**src/rtl/seq_skip_sub_pkg.sv**
```systemverilog
// Shared types and helpers for the nibble-serial carry-skip subtractor.
package seq_skip_sub_pkg;

  typedef enum logic [1:0] {IDLE, RUN, DONE} sub_state_t;

  localparam int unsigned NIB_W = 4;

  // Counter width for a given nibble count; never narrower than one bit.
  function automatic int unsigned cnt_width(input int unsigned nib);
    return (nib > 1) ? $clog2(nib) : 1;
  endfunction

endpackage

```
**src/rtl/sub_nibble_skip.sv**
```systemverilog
// Combinational 4-bit add stage: ripple full-adder chain with a carry-skip term on cout.
module sub_nibble_skip
  import seq_skip_sub_pkg::*;
(
  input  logic [NIB_W-1:0] a,
  input  logic [NIB_W-1:0] bn,
  input  logic             cin,
  output logic [NIB_W-1:0] s,
  output logic             cout
);

  logic [NIB_W-1:0] p;
  logic [NIB_W-1:0] g;
  logic [NIB_W:0]   c;

  always_comb begin
    p = a ^ bn;
    g = a & bn;
    c = '0;
    c[0] = cin;
    for (int i = 0; i < int'(NIB_W); i++) begin
      c[i+1] = g[i] | (p[i] & c[i]);
    end
    s = p ^ c[NIB_W-1:0];
    // When every bit propagates, cin passes straight to cout.
    cout = c[NIB_W] | ((&p) & cin);
  end

endmodule

```
**src/rtl/seq_skip_sub.sv**
```systemverilog
// Multi-cycle N-bit subtractor D = A + ~B + 1, one nibble per clock, LSB first.
module seq_skip_sub
  import seq_skip_sub_pkg::*;
#(
  parameter int unsigned N = 16
) (
  input  logic         clk,
  input  logic         rst,
  input  logic         in_valid,
  output logic         in_ready,
  input  logic [N-1:0] a,
  input  logic [N-1:0] b,
  output logic         out_valid,
  input  logic         out_ready,
  output logic [N-1:0] diff,
  output logic         borrow,
  output logic         ovf,
  output logic         zero
);

  localparam int unsigned NIB = N / NIB_W;
  localparam int unsigned CW  = cnt_width(NIB);

  if ((N % NIB_W) != 0 || N < NIB_W) begin : g_bad_n
    $error("seq_skip_sub: N must be a multiple of 4 and at least 4");
  end

  sub_state_t        state, state_nx;
  logic [N-1:0]      a_q, bn_q, diff_nx;
  logic [CW-1:0]     cnt;
  logic              carry, a_msb, b_msb;
  logic [NIB_W-1:0]  s;
  logic              c_out, last;

  sub_nibble_skip u_nib (
    .a    (a_q[NIB_W-1:0]),
    .bn   (bn_q[NIB_W-1:0]),
    .cin  (carry),
    .s    (s),
    .cout (c_out)
  );

  // Next-state and merged result for the current nibble.
  always_comb begin
    state_nx = state;
    last     = (cnt == CW'(NIB - 1));
    diff_nx  = diff;
    diff_nx[{cnt, 2'b00} +: NIB_W] = s;
    case (state)
      IDLE:    if (in_valid) state_nx = RUN;
      RUN:     if (last) state_nx = DONE;
      DONE:    if (out_ready) state_nx = IDLE;
      default: state_nx = IDLE;
    endcase
  end

  always_ff @(posedge clk) begin
    if (rst) state <= IDLE;
    else     state <= state_nx;
  end

  always_ff @(posedge clk) begin
    if (rst) begin
      in_ready  <= 1'b1;
      out_valid <= 1'b0;
      diff      <= '0;
      borrow    <= 1'b0;
      ovf       <= 1'b0;
      zero      <= 1'b0;
      a_q       <= '0;
      bn_q      <= '0;
      carry     <= 1'b1;
      cnt       <= '0;
      a_msb     <= 1'b0;
      b_msb     <= 1'b0;
    end else begin
      in_ready  <= (state_nx == IDLE);
      out_valid <= (state_nx == DONE);
      case (state)
        IDLE: if (in_valid) begin
          a_q   <= a;
          bn_q  <= ~b;
          a_msb <= a[N-1];
          b_msb <= b[N-1];
          carry <= 1'b1;
          cnt   <= '0;
        end
        RUN: begin
          diff  <= diff_nx;
          carry <= c_out;
          a_q   <= a_q >> NIB_W;
          bn_q  <= bn_q >> NIB_W;
          cnt   <= cnt + CW'(1);
          if (last) begin
            borrow <= ~c_out;
            ovf    <= (a_msb != b_msb) & (s[NIB_W-1] != a_msb);
            zero   <= (diff_nx == '0);
          end
        end
        default: ;
      endcase
    end
  end

endmodule

```
**config.mk**
```make
export PLATFORM = sky130hd
export DESIGN_NAME = seq_skip_sub
export DESIGN_NICKNAME = d
export VERILOG_FILES = /design/src/rtl/seq_skip_sub_pkg.sv /design/src/rtl/sub_nibble_skip.sv /design/src/rtl/seq_skip_sub.sv
export SDC_FILE = /design/constraint.sdc
export NUM_CORES = 1
export LEC_CHECK = 0
export BUFFER_PORTS_ARGS = -buffer_cell sky130_fd_sc_hd__buf_2
export CORE_ASPECT_RATIO = 1.25
export CORE_MARGIN = 3
export CORE_UTILIZATION = 50
export CTS_CLUSTER_SIZE = 16
export DETAILED_ROUTE_END_ITERATION = 7
export PLACE_DENSITY_LB_ADDON = 0.12
export SLEW_MARGIN = 20
export SYNTH_ARGS = -nofsm -noshare
export SYNTH_HDL_FRONTEND = slang
export SYNTH_SLANG_ARGS = --single-unit
```
**constraint.sdc**
```tcl
create_clock -name clk -period 6.01 [get_ports clk]
set_clock_uncertainty 0.15 [all_clocks]
set_input_delay 0.3005 -clock clk [delete_from_list [all_inputs] [get_ports clk]]
set_output_delay 0.3005 -clock clk [all_outputs]
set_load 0.05 [all_outputs]
```
==> flow_summary.json <==
{
  "dp_hpwl_um": 4300,
  "synthFlopType": "dfxtp_1",
  "switchingPower_mw": 0.273,
  "synth-async-reset-ratio_pct": 0,
  "drcViolationCount": 0,
  "p_sw_share_pct": 26.6,
  "avgSynthCellArea_um2": 8.01,
  "finalSetupViolCount": 0,
  "post_drt_wl_per_cell_um": 13.8,
  "path_buf_inv": 1,
  "gp_congestion": 0.854,
  "ys_warn_count": 0,
  "ant_nets": 0,
  "max_stage_delay_ps": 720,
  "die-area_um2": 6460,
  "cts_tree": "yes",
  "path_clk_slew_ps": 70,
  "grt_antenna_before_repair": 0,
  "hp-class": "input pin to flip-flop",
  "cellPowerDensity_nw_per_um2": 313,
  "ir_drop_mv": 0.162,
  "tns_ps": 0,
  "num_vias": 2519,
  "cts-root-buf": "clkbuf_8",
  "synth_edf_count": 0,
  "slew_viol_final": 0,
  "final_nets": 442,
  "grt_pass1_vias": 2326,
  "cp_cell_sequence": "fa_1 > inv_1 > fa_1 > fa_1 > fa_1 > and3b_1 > nand2_1 > a41oi_1 > nand4_1 > o21ai_1",
  "initial_utilization_pct": 52.9,
  "cts_hold_buf": 0,
  "critPathTopFamily": "adder cells",
  "maxSlewHeadroom_pct": 30.7,
  "timing.rr.start": "bn_q[0]$_SDFFE_PP0P_",
  "synth-seq-area-share_pct": 43.5,
  "clock_sinks": 60,
  "ys_ff_latch": 60,
  "syn_area_um2": 2760,
  "placed_cells": 443,
  "slowest_stage": "fa_1",
  "final-instance-count-excl-fill": 459,
  "h-tree-depth": 3,
  "dr.first_iter.drc_count": 144,
  "ctsResizeCount": 0,
  "max_freq_mhz": 323,
  "cp-startpoint": "bn_q[0]$_SDFFE_PP0P_",
  "dr.pass1.iters": 4,
  "routed_wl_um": 6340,
  "crit_type": "flip-flop to flip-flop",
  "tightest_slew_ps": 1040,
  "worst-path-max-fanout": 9,
  "clock_path_buffers": 2,
  "numCtsBuffers": 9,
  "core_um2": 5230,
  "outcome": "complete, no violations",
  "post-cts-setup-buffers": 0,
  "die_w_um": 72.5,
  "pwr-share-clk_pct": 42.1,
  "synth_nets": 395,
  "hold_viol_final": 0,
  "internal_power_mw": 0.752,
  "ios": 57,
  "cp_common_cell": "fa_1",
  "port_buffers": 56,
  "grtUsageTotal_pct": 20.8,
  "pwr-share-comb_pct": 15.2,
  "power.total_mw": 1.03,
  "grt_pass1_wl_um": 10400,
  "rows": 29,
  "syn_to_final_growth_pct": 18.7,
  "cp.arrival_ps": 3220,
  "insertion_delay_ps": 330,
  "fin_crit_sh_pct": 51.5,
  "leakagePower_nw": 1.42,
  "hold_start": "a[12]",
  "rsz0062_at_grt": "false",
  "required_ps": 6130,
  "grt_overflow": 0,
  "diodes": 0,
  "synth_cell_type_count": 41,
  "power_frac_seq_pct": 42.7,
  "max-cap-violations": 0,
  "cp-start-kind": "flip-flop",
  "end_kind": "flip-flop",
  "grt_max_degree": 61,
  "setup_ws_ps": 2920,
  "fin_crit_ps": 3090,
  "die_h_um": 89.1,
  "drt-vias-per-instance": 5.49,
  "syn_inst": 345,
  "drive_above_1_share_pct": 19.6,
  "pre_cts_ws_ps": 2950
}
[Yosys cell counts, types with 2 or more instances]
cell       count  area share, %
nor4_1         3           0.68
a2bb2oi_1      2           0.63
o21ai_1        2           0.36
fa_1           4            2.9
nand2_1       65            8.8
nor2_1        60            8.2
o21ai_0        2           0.36
nand2b_1       2           0.45
buf_2          8            1.4
inv_1         11            1.5
nand4bb_1      2           0.82
nand3_1        2           0.36
dfxtp_1       60             43
nor3_1         7            1.3
a21oi_1       35            6.3
a311oi_1      12            3.8
ha_1          10            4.5
a22oi_1        4            1.1
clkbuf_1      14            1.9
nand4_1        3           0.68
a211oi_1       5            1.4
o211ai_1      12            3.3
o22ai_1        2           0.45
[registers in the layout, indices dropped and copies added, names as in the netlist, 2 cells and up]
name,count
a_q,16
bn_q,16
cnt,2
diff,16
state,2
[worst register-to-register path, delay by kind of cell, from the launching register on]
| kind | cells | cell delay, ps |
|---|---|---|
| adders and majority gates | 4 | 1670 |
| and+or+nand+nor | 3 | 410 |
| DFF | 1 | 390 |
| AOI/OAI and AO/OA | 2 | 360 |
| buffers and inverters | 1 | 50 |
[layout make-up]
type                            instances  area (µm²)
Sequential cell                        60        1200
Tap cell                               62        77.6
Clock inverter                          5         100
Multi-Input combinational cell        250        1420
Timing Repair Buffer                   59         305
Clock buffer                           11         131
Fill cell                             486        1950
Inverter                               12        45.0
[layer usage]
metal	vias up	track usage, %	wire length (µm)
met5	-	0	0
met4	0	12.2	184
met3	18	4.95	364
met2	86	33.0	3040
met1	1132	25.6	2740
li1	1283	-	-
[cell usage in the layout, fill, tap and decap left out, drive strengths merged, types with 4 or more instances in the layout]
master	instances
clkbuf	11
a22oi	4
buf	59
o21ai	4
nor4	4
fa	4
o211ai	12
dfxtp	60
ha	10
inv	12
a311oi	12
nand2	66
nor2	60
a21oi	35
a211oi	5
nor3	7
[through the flow]
| stage | util, % | hold WS (ps) | area [µm²] |
|---|---|---|---|
| 6_report | 62.8 | 63.5 | 3280 |
| 5_1_grt | 62.8 | 58.8 | 3280 |
| 4_1_cts | 62.7 | 48.6 | 3280 |
| 3_5_place_dp | 58.3 | 297 | 3050 |
| 3_3_place_gp | 58.3 | 291 | 3050 |
| 2_1_floorplan | - | 282 | 2760 |
[power by group through the flow]
| stage | registers [mW] | logic [mW] | clock network [mW] |
|---|---|---|---|
| detailed placement | 0.446 | 0.155 | 0 |
| finish | 0.437 | 0.156 | 0.432 |
| global placement | 0.445 | 0.154 | 0 |
| floorplan | 0.452 | 0.106 | 0 |
| CTS | 0.437 | 0.157 | 0.440 |
| global route | 0.440 | 0.174 | 0.459 |
[worst paths after layout]
kind                               end  slack, ps  cells after the start
hold / removal    a_q[12]$_SDFFE_PP0P_         60                      3
setup / recovery     zero$_SDFFE_PP0P_       2920                     10
setup reg to reg     zero$_SDFFE_PP0P_       2920                     10
hold reg to reg   bn_q[6]$_SDFFE_PP0P_        310                      2
[kinds of logic (layout without fill, tap and decap cells)]
logic type               count (synthesis)  after routing  share of synthesized area [%]
buffers and inverters                   35             87                           5.25
AO/OA/AOI/OAI                           81             81                           19.2
flip-flops                              60             60                           43.5
AND/OR/NAND/NOR                        154            154                           24.3
adder cells (fa/ha/maj)                 14             14                           7.43
multiplexers                             1              1                          0.362
(Power assumes the default switching activity.)
